### config.mk
export PLATFORM = sky130hd
export DESIGN_NAME = panel_scan_sequencer
export DESIGN_NICKNAME = d
export VERILOG_FILES = /design/src/rtl/panel_scan_sequencer.sv
export SDC_FILE = /design/constraint.sdc
export NUM_CORES = 1
export LEC_CHECK = 0
export ABC_AREA = 1
export BUFFER_PORTS_ARGS = -buffer_cell sky130_fd_sc_hd__clkbuf_2
export CAP_MARGIN = 20
export CORE_AREA = 2 2 307 309
export DETAILED_ROUTE_END_ITERATION = 10
export DIE_AREA = 0 0 309 311
export PLACE_DENSITY = 0.42
export SLEW_MARGIN = 20
export SYNTH_ARGS = -nofsm -noshare
export SYNTH_HDL_FRONTEND = slang
export SYNTH_SLANG_ARGS = --single-unit
export TNS_END_PERCENT = 1
### constraint.sdc
create_clock -name clk -period 2.74 [get_ports clk]
set_input_delay 0.137 -clock clk [delete_from_list [all_inputs] [get_ports clk]]
set_output_delay 0.137 -clock clk [all_outputs]
set_load 0.05 [all_outputs]
### src/rtl/panel_scan_sequencer.sv
// panel_scan_sequencer: row fetch, PWM compare/shift/latch and brightness reload sequencing for an LED panel
module panel_scan_sequencer #(
  parameter int ROWS      = 16,
  parameter int PWM_STEPS = 256,
  parameter int SHIFT_LEN = 16
) (
  input  logic         clk,
  input  logic         reset_n,
  input  logic         enable,
  input  logic         brightness_req,
  input  logic [383:0] frame_data,
  output logic         mem_rd_en,
  output logic [3:0]   mem_row_addr,
  output logic [383:0] row_colors,
  output logic [3:0]   row_select,
  output logic [7:0]   pwm_time,
  output logic         load_led_vals,
  output logic         load_brightness,
  output logic         shift,
  output logic         panel_latch,
  output logic         frame_done,
  output logic         brightness_ack
);
  localparam int SW = $clog2(SHIFT_LEN + 1);
  localparam logic [3:0]    ROW_MAX   = 4'(ROWS - 1);
  localparam logic [7:0]    PWM_MAX   = 8'(PWM_STEPS - 1);
  localparam logic [SW-1:0] SHIFT_MAX = SW'(SHIFT_LEN - 1);

  typedef enum logic [3:0] {
    S_IDLE, S_FETCH, S_CAPTURE, S_LOAD, S_SHIFT, S_LATCH, S_NEXT, S_BLOAD, S_BSHIFT, S_BLATCH
  } state_t;

  state_t        state_q, state_d;
  logic [SW-1:0] shift_cnt_q, shift_cnt_d;
  logic [3:0]    row_cnt_q, row_cnt_d;
  logic          pend_q, pend_d;
  logic          mem_rd_en_q, mem_rd_en_d;
  logic [3:0]    mem_row_addr_q, mem_row_addr_d;
  logic [383:0]  row_colors_q, row_colors_d;
  logic [3:0]    row_select_q, row_select_d;
  logic [7:0]    pwm_time_q, pwm_time_d;
  logic          load_led_vals_q, load_led_vals_d;
  logic          load_brightness_q, load_brightness_d;
  logic          shift_q, shift_d;
  logic          panel_latch_q, panel_latch_d;
  logic          frame_done_q, frame_done_d;
  logic          brightness_ack_q, brightness_ack_d;

  // Next-state, counters and sticky brightness request; a request in BLATCH survives the clear
  always_comb begin
    state_d     = state_q;
    shift_cnt_d = shift_cnt_q;
    row_cnt_d   = row_cnt_q;
    pend_d      = brightness_req | (pend_q & (state_q != S_BLATCH));
    case (state_q)
      S_IDLE:    state_d = enable ? (pend_q ? S_BLOAD : S_FETCH) : S_IDLE;
      S_FETCH:   state_d = S_CAPTURE;
      S_CAPTURE: state_d = S_LOAD;
      S_LOAD:    state_d = S_SHIFT;
      S_BLOAD:   state_d = S_BSHIFT;
      S_SHIFT, S_BSHIFT: begin
        shift_cnt_d = (shift_cnt_q == SHIFT_MAX) ? '0 : shift_cnt_q + SW'(1);
        if (shift_cnt_q == SHIFT_MAX) state_d = (state_q == S_SHIFT) ? S_LATCH : S_BLATCH;
      end
      S_LATCH:   state_d = (pwm_time_q == PWM_MAX) ? S_NEXT : S_LOAD;
      S_NEXT: begin
        row_cnt_d = (row_cnt_q == ROW_MAX) ? 4'd0 : row_cnt_q + 4'd1;
        state_d   = !enable ? S_IDLE : ((row_cnt_q == ROW_MAX) && pend_q) ? S_BLOAD : S_FETCH;
      end
      S_BLATCH:  state_d = S_FETCH;
      default:   state_d = S_IDLE;
    endcase
  end

  // Registered outputs decoded from the upcoming state so each strobe lines up with its state
  always_comb begin
    mem_rd_en_d       = state_d == S_FETCH;
    mem_row_addr_d    = (state_d == S_FETCH) ? row_cnt_d : mem_row_addr_q;
    row_colors_d      = (state_q == S_CAPTURE) ? frame_data : row_colors_q;
    row_select_d      = (state_q == S_CAPTURE) ? row_cnt_q : row_select_q;
    pwm_time_d        = (state_q == S_CAPTURE) ? 8'd0 :
                        (state_q == S_LATCH && state_d == S_LOAD) ? pwm_time_q + 8'd1 : pwm_time_q;
    load_led_vals_d   = state_d == S_LOAD;
    load_brightness_d = state_d == S_BLOAD;
    shift_d           = (state_d == S_SHIFT) || (state_d == S_BSHIFT);
    panel_latch_d     = (state_d == S_LATCH) || (state_d == S_BLATCH);
    frame_done_d      = (state_d == S_NEXT) && (row_cnt_q == ROW_MAX);
    brightness_ack_d  = state_d == S_BLATCH;
  end

  // State and output registers; reset aborts the scan immediately
  always_ff @(posedge clk or negedge reset_n) begin
    if (!reset_n) begin
      state_q           <= S_IDLE;
      shift_cnt_q       <= '0;
      row_cnt_q         <= '0;
      pend_q            <= 1'b0;
      mem_rd_en_q       <= 1'b0;
      mem_row_addr_q    <= '0;
      row_colors_q      <= '0;
      row_select_q      <= '0;
      pwm_time_q        <= '0;
      load_led_vals_q   <= 1'b0;
      load_brightness_q <= 1'b0;
      shift_q           <= 1'b0;
      panel_latch_q     <= 1'b0;
      frame_done_q      <= 1'b0;
      brightness_ack_q  <= 1'b0;
    end else begin
      state_q           <= state_d;
      shift_cnt_q       <= shift_cnt_d;
      row_cnt_q         <= row_cnt_d;
      pend_q            <= pend_d;
      mem_rd_en_q       <= mem_rd_en_d;
      mem_row_addr_q    <= mem_row_addr_d;
      row_colors_q      <= row_colors_d;
      row_select_q      <= row_select_d;
      pwm_time_q        <= pwm_time_d;
      load_led_vals_q   <= load_led_vals_d;
      load_brightness_q <= load_brightness_d;
      shift_q           <= shift_d;
      panel_latch_q     <= panel_latch_d;
      frame_done_q      <= frame_done_d;
      brightness_ack_q  <= brightness_ack_d;
    end
  end

  assign mem_rd_en       = mem_rd_en_q;
  assign mem_row_addr    = mem_row_addr_q;
  assign row_colors      = row_colors_q;
  assign row_select      = row_select_q;
  assign pwm_time        = pwm_time_q;
  assign load_led_vals   = load_led_vals_q;
  assign load_brightness = load_brightness_q;
  assign shift           = shift_q;
  assign panel_latch     = panel_latch_q;
  assign frame_done      = frame_done_q;
  assign brightness_ack  = brightness_ack_q;
endmodule

---- After elaboration in Yosys (flattened, before gate mapping) ----
Cells that the tools add are included.
word-level totals
  bits in writable memories ............... 0
  memories kept ........................... 0
  output and inout port bits .............. 407
  ROM bits ................................ 0
  flip-flop bits (word level) ............. 421
  latch bits .............................. 0
  input port bits ......................... 388
cells by class
  $add $sub $neg .......................... 3
  $mul .................................... 0
  div/mod/pow operators ................... 0
  shifts and indexed selects .............. 0
  muxes and demuxes ....................... 13
  equality and inequality tests ........... 21
  bitwise logic cells ..................... 2
  reductions and logical operators ........ 8
  $lt $le $gt $ge ......................... 0
operator list
  kind                 count
  $pmux 4 s9           1
  $eq 4x3->1 const B   8
  $eq 4x4->1 const B   5
  $mux 4               4
  $mux 8               2
  $mux 3               5
  $eq 4x2->1 const B   3
  $add 8x1->8 const B  1
  $eq 4x1->1 const B   2
  $eq 8x8->1 const B   1
  $add 5x1->5 const B  1
  $eq 5x4->1 const B   1
  $mux 5               1
  $add 4x1->4 const B  1
  $logic_not 4->1      1
  $ne 4x4->1 const B   1
  $logic_and 1x1->1    3
  $logic_or 1x1->1     2
  $reduce_bool 2->1    1
  $reduce_or 2->1      1
  $and 1x1->1          1
  $or 1x1->1           1

---- Longest topological paths before layout ----
  word-level depth ........................ 9
  gate-level depth with buffers ........... 10
  depth with buffers taken out ............ 10

---- Worst setup path after synthesis ----
Ideal clock, no wire load.
  path kind ............................... register to register
  from .................................... register pwm_time_q[0], in the netlist pwm_time[0]
  to ...................................... register mem_row_addr_q[0], in the netlist mem_row_addr[0]
  arrival ................................. 1756 ps
  cell stages (with the launch flop) ...... 10
  slack ................................... 919 ps
  buffers on the path ..................... 0
  period minus slack after synthesis ...... 1821 ps
  cells stage by stage .................... dfrtp_1 > ha_1 > nand3_1 > inv_1 > nand2_1 > nand2_2 > nand4_4 > nand3_2 > nand2_1 > nand2_1
between the ends
  word-level cells in the longest chain between the ends .. 4
RTL lines
  what                      RTL line  source
  start: declaration        41        logic [7:0] pwm_time_q, pwm_time_d;
  start signal: assignment  118       pwm_time_q <= pwm_time_d;
  $eq 8x8->1                65        S_LATCH: state_d = (pwm_time_q == PWM_MAX) ? S_NEXT : S_LOAD;
  $mux 3                    65
  $pmux 4 s9                55        case (state_q)
  via state_d[0]            33        state_t state_q, state_d;
  $eq 4x1->1                78        mem_row_addr_d = (state_d == S_FETCH) ? row_cnt_d : mem_row_addr_q;
  end signal: assignment    115       mem_row_addr_q <= mem_row_addr_d;
  end: declaration          38        logic [3:0] mem_row_addr_q, mem_row_addr_d;
The timed path passes the listed nets, and every way through them passes these cells.
A chain may end at the register's enable or synchronous reset.

---- Worst setup path after layout ----
  from .................................... register state_q[0]
  to ...................................... register row_colors_q[191], in the netlist row_colors[191]
between the ends
  word-level cells in the longest chain between the ends .. 1
RTL lines
  what                      RTL line  source
  start: declaration        33
  start signal: assignment  110       state_q <= state_d;
  $eq 4x2->1                79        row_colors_d = (state_q == S_CAPTURE) ? frame_data : row_colors_q;
  end signal: assignment    116       row_colors_q <= row_colors_d;
  end: declaration          39        logic [383:0] row_colors_q, row_colors_d;
No other way between the ends.

==> results by group <==
Yosys
  • Number of synthesized register bits: 421
  • Synth Cell Area: 0.0161 sq mm
  • Yosys top cell by area: dfrtp_1
  • Post-synth top flop: dfrtp_1
  • Share of the yosys chip area belonging to registers: 65.4%
  • Synthesis warning total: 0
  • Yosys cell types: 26
  • Largest cells by area after synthesis: dfrtp_1, nand2_1, buf_2, nand3_1, inv_1
  • EDFF count, synth: 0
  • Synth top cells by count: nand2_1, dfrtp_1, buf_2
  • Mapped Cells: 1,817
  • Yosys top cell area share: 65.4%
  • Top-count cell post-synth: nand2_1
  • Post-Syn Area per Cell: 8.86 sq um
  • Nets in the synthesized netlist: 2,208
  • Ys async rst share: 100%

Detailed routing
  • Final routed DRC violation total: 0
  • First-iteration detailed-routing DRC count: 814
  • WL/cell: 14.5 um
  • Drt via density: 3.70
  • Met3 WL: 4.92 mm
  • WL met2: 31.0 mm
  • Highest Signal Layer: met4
  • DRT Pass-1 Iters: 5
  • WL final: 62.4 mm
  • Via count: 15.9k
  • Metal-1 WL: 24.5 mm
  • Number of routed nets with antenna violations: 0

Timing
  • RSZ-0062 raised after global routing: false
  • Final Hold Vio Count: 0
  • Slew headroom: 54.2%
  • Final clock skew: 0.0195 ns
  • Slew Viols, Final: 0
  • Final period util: 70.7%
  • Setup TNS: 0 ns
  • Minimum clock period: 1.94 ns
  • Final setup violating endpoints: 0
  • Max Freq: 516 MHz
  • Worst-Margin Slew: 0.687 ns

Critical path
  • CP Data Arrival Time: 2.46 ns
  • RR Startpoint: state_q[0]
  • Worst Setup SP: state_q[0]
  • Critical Path Fanout Max: 77
  • CP Class: flip-flop to flip-flop
  • CP required: 3.26 ns
  • CP Capture Type: flip-flop
  • Startpoint Class: flip-flop

Clock tree
  • Postcts setup bufs: 0
  • H-tree Lvls: 2
  • TritonCTS clock tree: built
  • Latest clock arrival within the worst-skew pair: 0.60 ns
  • Reg clk slew, reported paths: 0.07 ns
  • CTS root buf: clkbuf_16
  • Post-CTS Hold Buffers: 387
  • Number of gates resized after cts: 0
  • Clk buf depth: 3
  • Cts bufs inserted: 52
  • Clock sinks: 421

Floorplanning
  • # IOs: 795
  • Starting Density: 17.4%
  • Die Wd: 309 um
  • FP Rows: 112
  • Die area: 0.0961 sq mm
  • Core area: 0.0928 sq mm
  • Die Ht: 311 um

Layout
  • Register area: 0.0105 sq mm
  • Area of the multi-input gates: 0.00502 sq mm
  • Area growth syn-to-layout: 69.3%
  • Share of cells above drive strength 1: 30.5%
  • Fill cell count: 10.0k
  • Final Core Density: 29.4%
  • Final net count: 3,393

Global route
  • Vias in the first global route: 16.5k
  • GRT Total Usage: 12.5%
  • First-pass GRT wire length: 95.0 mm
  • Total gr overflow: 0
  • Antenna violations before repair: 1
  • Largest net degree at the start of global routing: 89

Place
  • IO Port Bufs: 794
  • Dpl hpwl: 44.6 mm
  • Final RePlAce weighted congestion: 0.815

Flow run
  • Max-Cap Viols: 0

Status
  • Outcome: finished clean

Pwr
  • Leakage: 14.6 nW
  • PD cells: 599 mW/mm^2
  • Maximum vdd ir drop: 0.350 mV

Worst hold path
  • Hold Crit Class: primary input to async pin
==> sequential cells by signal (all words and copies together), names as in the netlist <==
register / flops
load_brightness: 1
row_cnt_q: 4
shift_cnt_q: 5
mem_row_addr: 4
load_led_vals: 1
brightness_ack: 1
row_colors: 384
mem_rd_en: 1
row_select: 4
frame_done: 1
shift: 1
panel_latch: 1
state_q: 4
pwm_time: 8
pend_q: 1
==> cells by family after synthesis <==
group / Yosys count / share of synthesized area, %
AOI/OAI and AO/OA: 22 / 0.730
DFF: 421 / 65.4
and+or+nand+nor: 1253 / 29.9
adders and majority gates: 3 / 0.233
xor gates and xnor gates: 5 / 0.272
buffers and inverters: 113 / 3.43
==> critical path, cell delays in order, from the launching register on <==
cell and delay, ns:
dfrtp_1 0.43, inv_2 0.07, nand2_2 0.08, nor2_4 0.29, buf_12 0.28, buf_12 0.31
nand2_1 0.12, nand2_1 0.09
==> power breakdown <==
| group | switching, W | leakage (nW) | total (W) | internal (W) |
|---|---|---|---|---|
| Sequential | 0.000168 | 4.96 | 0.00668 | 0.00651 |
| Combinational | 0.00169 | 8.75 | 0.00256 | 0.000869 |
| Clock | 0.00276 | 0.866 | 0.00708 | 0.00432 |
| Total | 0.00463 | 14.6 | 0.0163 | 0.0117 |
==> metal layers <==
layer	up-vias	GRT usage, %
met5	-	0
met4	0	4.30
met3	94	3.90
met2	521	22.2
met1	7386	14.1
li1	7870	-
==> path summary, 6_finish.rpt <==
| check | to | slack (ns) | cells past startpoint |
|---|---|---|---|
| max in group asynchronous | row_colors[186] | 1.73 | 3 |
| setup / recovery | row_colors[191] | 0.80 | 7 |
| setup reg to reg | row_colors[191] | 0.80 | 7 |
| hold / removal | row_colors[327] | 0.13 | 2 |
| min in group clk | row_colors[63] | 0.28 | 4 |
| hold reg to reg | row_colors[115] | 0.47 | 2 |
==> metrics by stage <==
step,power [W],hold slack (ns),std cells,setup slack [ns],instance area [sq um]
2_1_floorplan,0.00800,-0.159,1817,0.919,16100
3_3_place_gp,0.00892,0.184,3815,0.847,21600
3_5_place_dp,0.00892,0.189,3815,0.850,21600
4_1_cts,0.0166,0.113,4292,0.810,27300
5_1_grt,0.0171,0.138,4293,0.641,27300
6_report,0.0163,0.131,4294,0.802,27300
==> placed cells by master (no fill, tap or decap), drive strengths merged <==
cell	n
a21boi	1
a21oi	2
and3	2
buf	37
bufinv	6
clkbuf	861
clkinv	13
clkinvlp	2
dfrtp	421
diode	2
dlygate4sd3	387
ha	3
inv	28
nand2	1196
nand3	19
nand4	8
nor2	24
nor3	4
o21ai	16
o21bai	1
o22ai	2
xnor2	2
xor2	3
==> area by class of cell <==
class,instances,share of cell area (%)
multi-input combinational,1283,18.4
timing repair buffer,1217,30.4
sequential,421,38.6
clock buffer,68,5.40
antenna,2,0.0184
clock inverter,22,1.00
inverter,27,0.399
tap,1254,5.75
Note: power is estimated with default switching activity, not from simulation.
